[config.mk]
export PLATFORM = sky130hd
export DESIGN_NAME = uart_tx
export DESIGN_NICKNAME = d
export VERILOG_FILES = /design/src/rtl/uart_tx.sv
export SDC_FILE = /design/constraint.sdc
export NUM_CORES = 1
export LEC_CHECK = 0
export BUFFER_PORTS_ARGS = -buffer_cell sky130_fd_sc_hd__buf_2
export CORE_MARGIN = 2
export CORE_UTILIZATION = 40
export DETAILED_ROUTE_END_ITERATION = 8
export SLEW_MARGIN = 15
export SYNTH_ARGS = -nofsm -noshare
export SYNTH_HDL_FRONTEND = slang
export SYNTH_SLANG_ARGS = --single-unit
[constraint.sdc]
create_clock -name clk -period 5.85 [get_ports clk]
set_input_delay 1.17 -clock clk [delete_from_list [all_inputs] [get_ports clk]]
set_output_delay 1.17 -clock clk [all_outputs]
set_load 0.1 [all_outputs]
[src/rtl/uart_tx.sv]
// UART transmitter: parallel byte in through a start/busy handshake, serial frame out
// (start bit, LSB-first data, optional parity, one or two stop bits) on a registered line.
module uart_tx #(
    parameter int CLKS_PER_BIT = 16,
    parameter int DATA_BITS    = 8,
    parameter int PARITY_EN    = 0,
    parameter int PARITY_ODD   = 0,
    parameter int STOP_BITS    = 1
) (
    input  logic                 clk,
    input  logic                 reset,
    input  logic                 tx_start,
    input  logic [DATA_BITS-1:0] tx_data,
    output logic                 tx_out,
    output logic                 tx_busy,
    output logic                 tx_done
);
    localparam int              CW        = $clog2(CLKS_PER_BIT);
    localparam logic [CW-1:0]   CNT_LAST  = CW'(CLKS_PER_BIT - 1);
    localparam logic [2:0]      DATA_LAST = 3'(DATA_BITS - 1);
    localparam logic [2:0]      STOP_LAST = 3'(STOP_BITS - 1);
    localparam logic            PAR_ODD   = 1'(PARITY_ODD);

    typedef enum logic [2:0] {
        IDLE   = 3'd0,
        START  = 3'd1,
        DATA   = 3'd2,
        PARITY = 3'd3,
        STOP   = 3'd4
    } state_t;

    state_t                 state, state_nxt;
    logic [CW-1:0]          cnt, cnt_nxt;
    logic [2:0]             idx, idx_nxt;
    logic [DATA_BITS-1:0]   shreg, shreg_nxt;
    logic                   par, par_nxt;
    logic                   out_nxt, busy_nxt, done_nxt;
    logic                   bit_end;

    assign bit_end = (cnt == CNT_LAST);

    always_ff @(posedge clk) begin
        if (reset) begin
            state   <= IDLE;
            cnt     <= '0;
            idx     <= '0;
            shreg   <= '0;
            par     <= 1'b0;
            tx_out  <= 1'b1;
            tx_busy <= 1'b0;
            tx_done <= 1'b0;
        end else begin
            state   <= state_nxt;
            cnt     <= cnt_nxt;
            idx     <= idx_nxt;
            shreg   <= shreg_nxt;
            par     <= par_nxt;
            tx_out  <= out_nxt;
            tx_busy <= busy_nxt;
            tx_done <= done_nxt;
        end
    end

    // Every output is computed one cycle ahead so the line comes straight off a flop.
    always_comb begin
        state_nxt = state;
        cnt_nxt   = cnt;
        idx_nxt   = idx;
        shreg_nxt = shreg;
        par_nxt   = par;
        out_nxt   = tx_out;
        busy_nxt  = tx_busy;
        done_nxt  = 1'b0;

        if (state != IDLE)
            cnt_nxt = bit_end ? '0 : cnt + 1'b1;

        case (state)
            IDLE: begin
                out_nxt  = 1'b1;
                busy_nxt = 1'b0;
                if (tx_start) begin
                    shreg_nxt = tx_data;
                    par_nxt   = (^tx_data) ^ PAR_ODD;
                    out_nxt   = 1'b0;
                    busy_nxt  = 1'b1;
                    cnt_nxt   = '0;
                    state_nxt = START;
                end
            end
            START: begin
                if (bit_end) begin
                    out_nxt   = shreg[0];
                    shreg_nxt = shreg >> 1;
                    idx_nxt   = '0;
                    state_nxt = DATA;
                end
            end
            DATA: begin
                if (bit_end) begin
                    if (idx == DATA_LAST) begin
                        idx_nxt = '0;
                        if (PARITY_EN != 0) begin
                            out_nxt   = par;
                            state_nxt = PARITY;
                        end else begin
                            out_nxt   = 1'b1;
                            state_nxt = STOP;
                        end
                    end else begin
                        out_nxt   = shreg[0];
                        shreg_nxt = shreg >> 1;
                        idx_nxt   = idx + 3'd1;
                    end
                end
            end
            PARITY: begin
                if (bit_end) begin
                    out_nxt   = 1'b1;
                    idx_nxt   = '0;
                    state_nxt = STOP;
                end
            end
            STOP: begin
                out_nxt = 1'b1;
                if (bit_end) begin
                    if (idx == STOP_LAST) begin
                        idx_nxt   = '0;
                        busy_nxt  = 1'b0;
                        done_nxt  = 1'b1;
                        state_nxt = IDLE;
                    end else begin
                        idx_nxt = idx + 3'd1;
                    end
                end
            end
            default: begin
                out_nxt   = 1'b1;
                busy_nxt  = 1'b0;
                state_nxt = IDLE;
            end
        endcase
    end

endmodule

==> run metrics <==
Starting Density 0.414; Async S/R FF share, synth 0; post-synthesis sequential area ratio 0.375; number of flops mapped to enable cells by yosys 0; Flop pwr share 0.586; HP Start shreg[7]$_SDFFE_PP0P_; Leak 0.479 nW; total track usage 0.148; DRC errors left 0; Worst EP arrival 2590 ps; Clock power frac 0.257; RSZ-0062 raised after global routing false; synthesized cell area 1120 sq um; Antenna Violating Nets Remaining 0; Routed WL per cell 12.7 um; slew of the pin with the lowest slew margin 705 ps; clock root buffer clkbuf_4; Layout Skew 2.72 ps; logic gate share of total power 0.157; layout overhead on the synthesized area 8.92%; Max Freq 0.423 GHz; final wirelength 2160 um; TNS Setup 0 ps; Fin Hold WS 474 ps; largest net degree at the start of global routing 21; largest fanout on the critical path 8; RD Place Congestion 0.772; status finished, final reports clean; H-tree Lvls 1; Util after Layout 0.451; Fin. Hold Viols 0; minimum clock period 2360 ps; fill cell count 289; switching share of power 0.280; num rows 19; Syn. warnings 0; first-pass GRT wire length 3870 um; core area 2710 sq um; DRT Pass-1 Iters 4; PortBufs 13; antenna fix cells 0; CTS buffer count 3; share of cells above drive strength 1 0.165; #FFs+latches synth 21; Final Max Slew Viols 0; DR vias 966; P_sw 0.0751 mW; clk sinks 21; hold buffer count at CTS 0; r2r worst-path depth 6; drt via density 5.68; Syn Inst Count 128; Setup Viol. Count Final 0; unique cell type count in the Yosys netlist 36; die area 3250 sq um; Worst R2R End shreg[7]$_SDFFE_PP0P_; clk_lat worst skew 290 ps; Max Root-Sink Buffers 2; vias in the first global route 867; Slew HR 0.529; most used flip-flop cell after synthesis dfxtp_1; R2R Setup Slk 3700 ps; CP required 6080 ps; period utilisation layout 0.404; # nets final 156; Peak VDD IR 0.122 mV; total grt overflow 0; Max Cap Violations 0; Hold Crit Class reg2reg; pwr dens 219 nW/um^2; Die W 57.0 um; DRT iter0 DRCs 28; CP Launch Type input port; syn_nets 144; clk slew on worst S/H paths 110 ps; Post-CTS Setup Inserts 0; CTS tree built; internal power 0.193 mW; chip height 57.0 um; post-CTS resize count 0; CP startpoint tx_start; Crit Reg-Reg Startpoint idx[0]$_SDFFE_PP0P_; CP endpoint shreg[7]$_SDFFE_PP0P_; Worst Setup End Kind flip-flop; Detailed Place HPWL 1580 um; WS Path Type in2reg; initial antenna violation count 0; syn avg cell area 8.77 sq um; io pins 14
-- state kept, by name, indices dropped and copies added, names as in the netlist --
register and cells:
tx_done 1, cnt 4, tx_busy 1, idx 3, shreg 8, tx_out 1
state 3
-- worst max-delay path, stage by stage --
cell and delay, ps:
buf_2 90, or3b_2 510, nor2_2 280, or2_1 320, mux2i_1 210
-- cell usage after synthesis, drive strengths merged (2+ instances only) --
master | n | area (sq um)
inv | 4 | 15.0
o21ai | 7 | 35.0
buf | 2 | 15.0
o31ai | 7 | 52.6
or3b | 2 | 20.0
nand2 | 4 | 15.0
nand3 | 4 | 20.0
nand3b | 2 | 15.0
ha | 5 | 62.6
and3 | 3 | 18.8
nor4 | 2 | 12.5
a21oi | 15 | 75.1
nor2 | 10 | 42.5
or2 | 2 | 12.5
or3 | 2 | 12.5
nand2b | 3 | 18.8
dfxtp | 21 | 420
nor3 | 4 | 20.0
nor3b | 3 | 22.5
clkbuf | 4 | 15.0
mux2i | 8 | 80.1
a211oi | 5 | 50.1
-- power by group through the flow --
stage,clock network (mW),logic (mW),registers [mW]
floorplan,0,0.0279,0.165
global placement,0,0.0419,0.160
detailed placement,0,0.0423,0.160
CTS,0.0724,0.0424,0.157
global route,0.0786,0.0478,0.158
finish,0.0687,0.0421,0.157
-- logic make-up (layout without fill, tap and decap cells) --
kind of cell,count (synthesis),count (layout),synth area share
XOR/XNOR,1,1,0.00781
AO/OA/AOI/OAI,40,40,0.232
adder cells (fa/ha/maj),5,5,0.0557
multiplexers,9,9,0.0814
flip-flops,21,21,0.375
AND/OR/NAND/NOR,41,41,0.205
buffers and inverters,11,22,0.0435
-- cell type report --
type                       instances  area [sq um]  share of cell area
multi-input combinational         96           653               0.534
clock buffer                       4          26.3              0.0215
sequential                        21           420               0.344
timing repair buffer              13          65.1              0.0532
tap                               31          38.8              0.0317
inverter                           5          18.8              0.0154
-- stage by stage --
step	instances	worst slack [ps]	total power [mW]	cell area (sq um)
global route	170	3390	0.284	1220
CTS	170	3510	0.272	1220
floorplan	128	3490	0.193	1120
global placement	166	3230	0.202	1200
finish	170	3490	0.268	1220
detailed placement	166	3190	0.202	1200
-- layout by cell type (no fill, tap or decap), types with 3 or more instances in the layout --
cell type / n
inv_1: 4
ha_1: 5
nand3_1: 4
nor3b_1: 3
nor3_1: 4
mux2i_1: 8
buf_2: 13
nand2b_1: 3
dfxtp_1: 21
nor2_1: 8
a21oi_1: 15
a211oi_1: 4
o21ai_0: 7
o31ai_1: 7
and3_1: 3
nand2_1: 4
clkbuf_4: 3
-- how the worst min path moves through the flow --
stage	end	slack, ps	cells past startpoint
2_1_floorplan	shreg[7]$_SDFFE_PP0P_	430	2
5_1_grt	shreg[7]$_SDFFE_PP0P_	530	2
3_5_place_dp	shreg[7]$_SDFFE_PP0P_	460	2
6_report	shreg[7]$_SDFFE_PP0P_	470	2
4_1_cts	shreg[7]$_SDFFE_PP0P_	480	2
3_3_place_gp	shreg[7]$_SDFFE_PP0P_	450	2
-- metal layers --
metal,global-route usage,vias up,part of all wire
met5,0,-,0
li1,-,497,-
met1,0.217,440,0.49
met2,0.220,27,0.45
met3,0.0272,2,0.053
met4,0.0498,0,0.0060
Power figures use the tool's default switching activity.
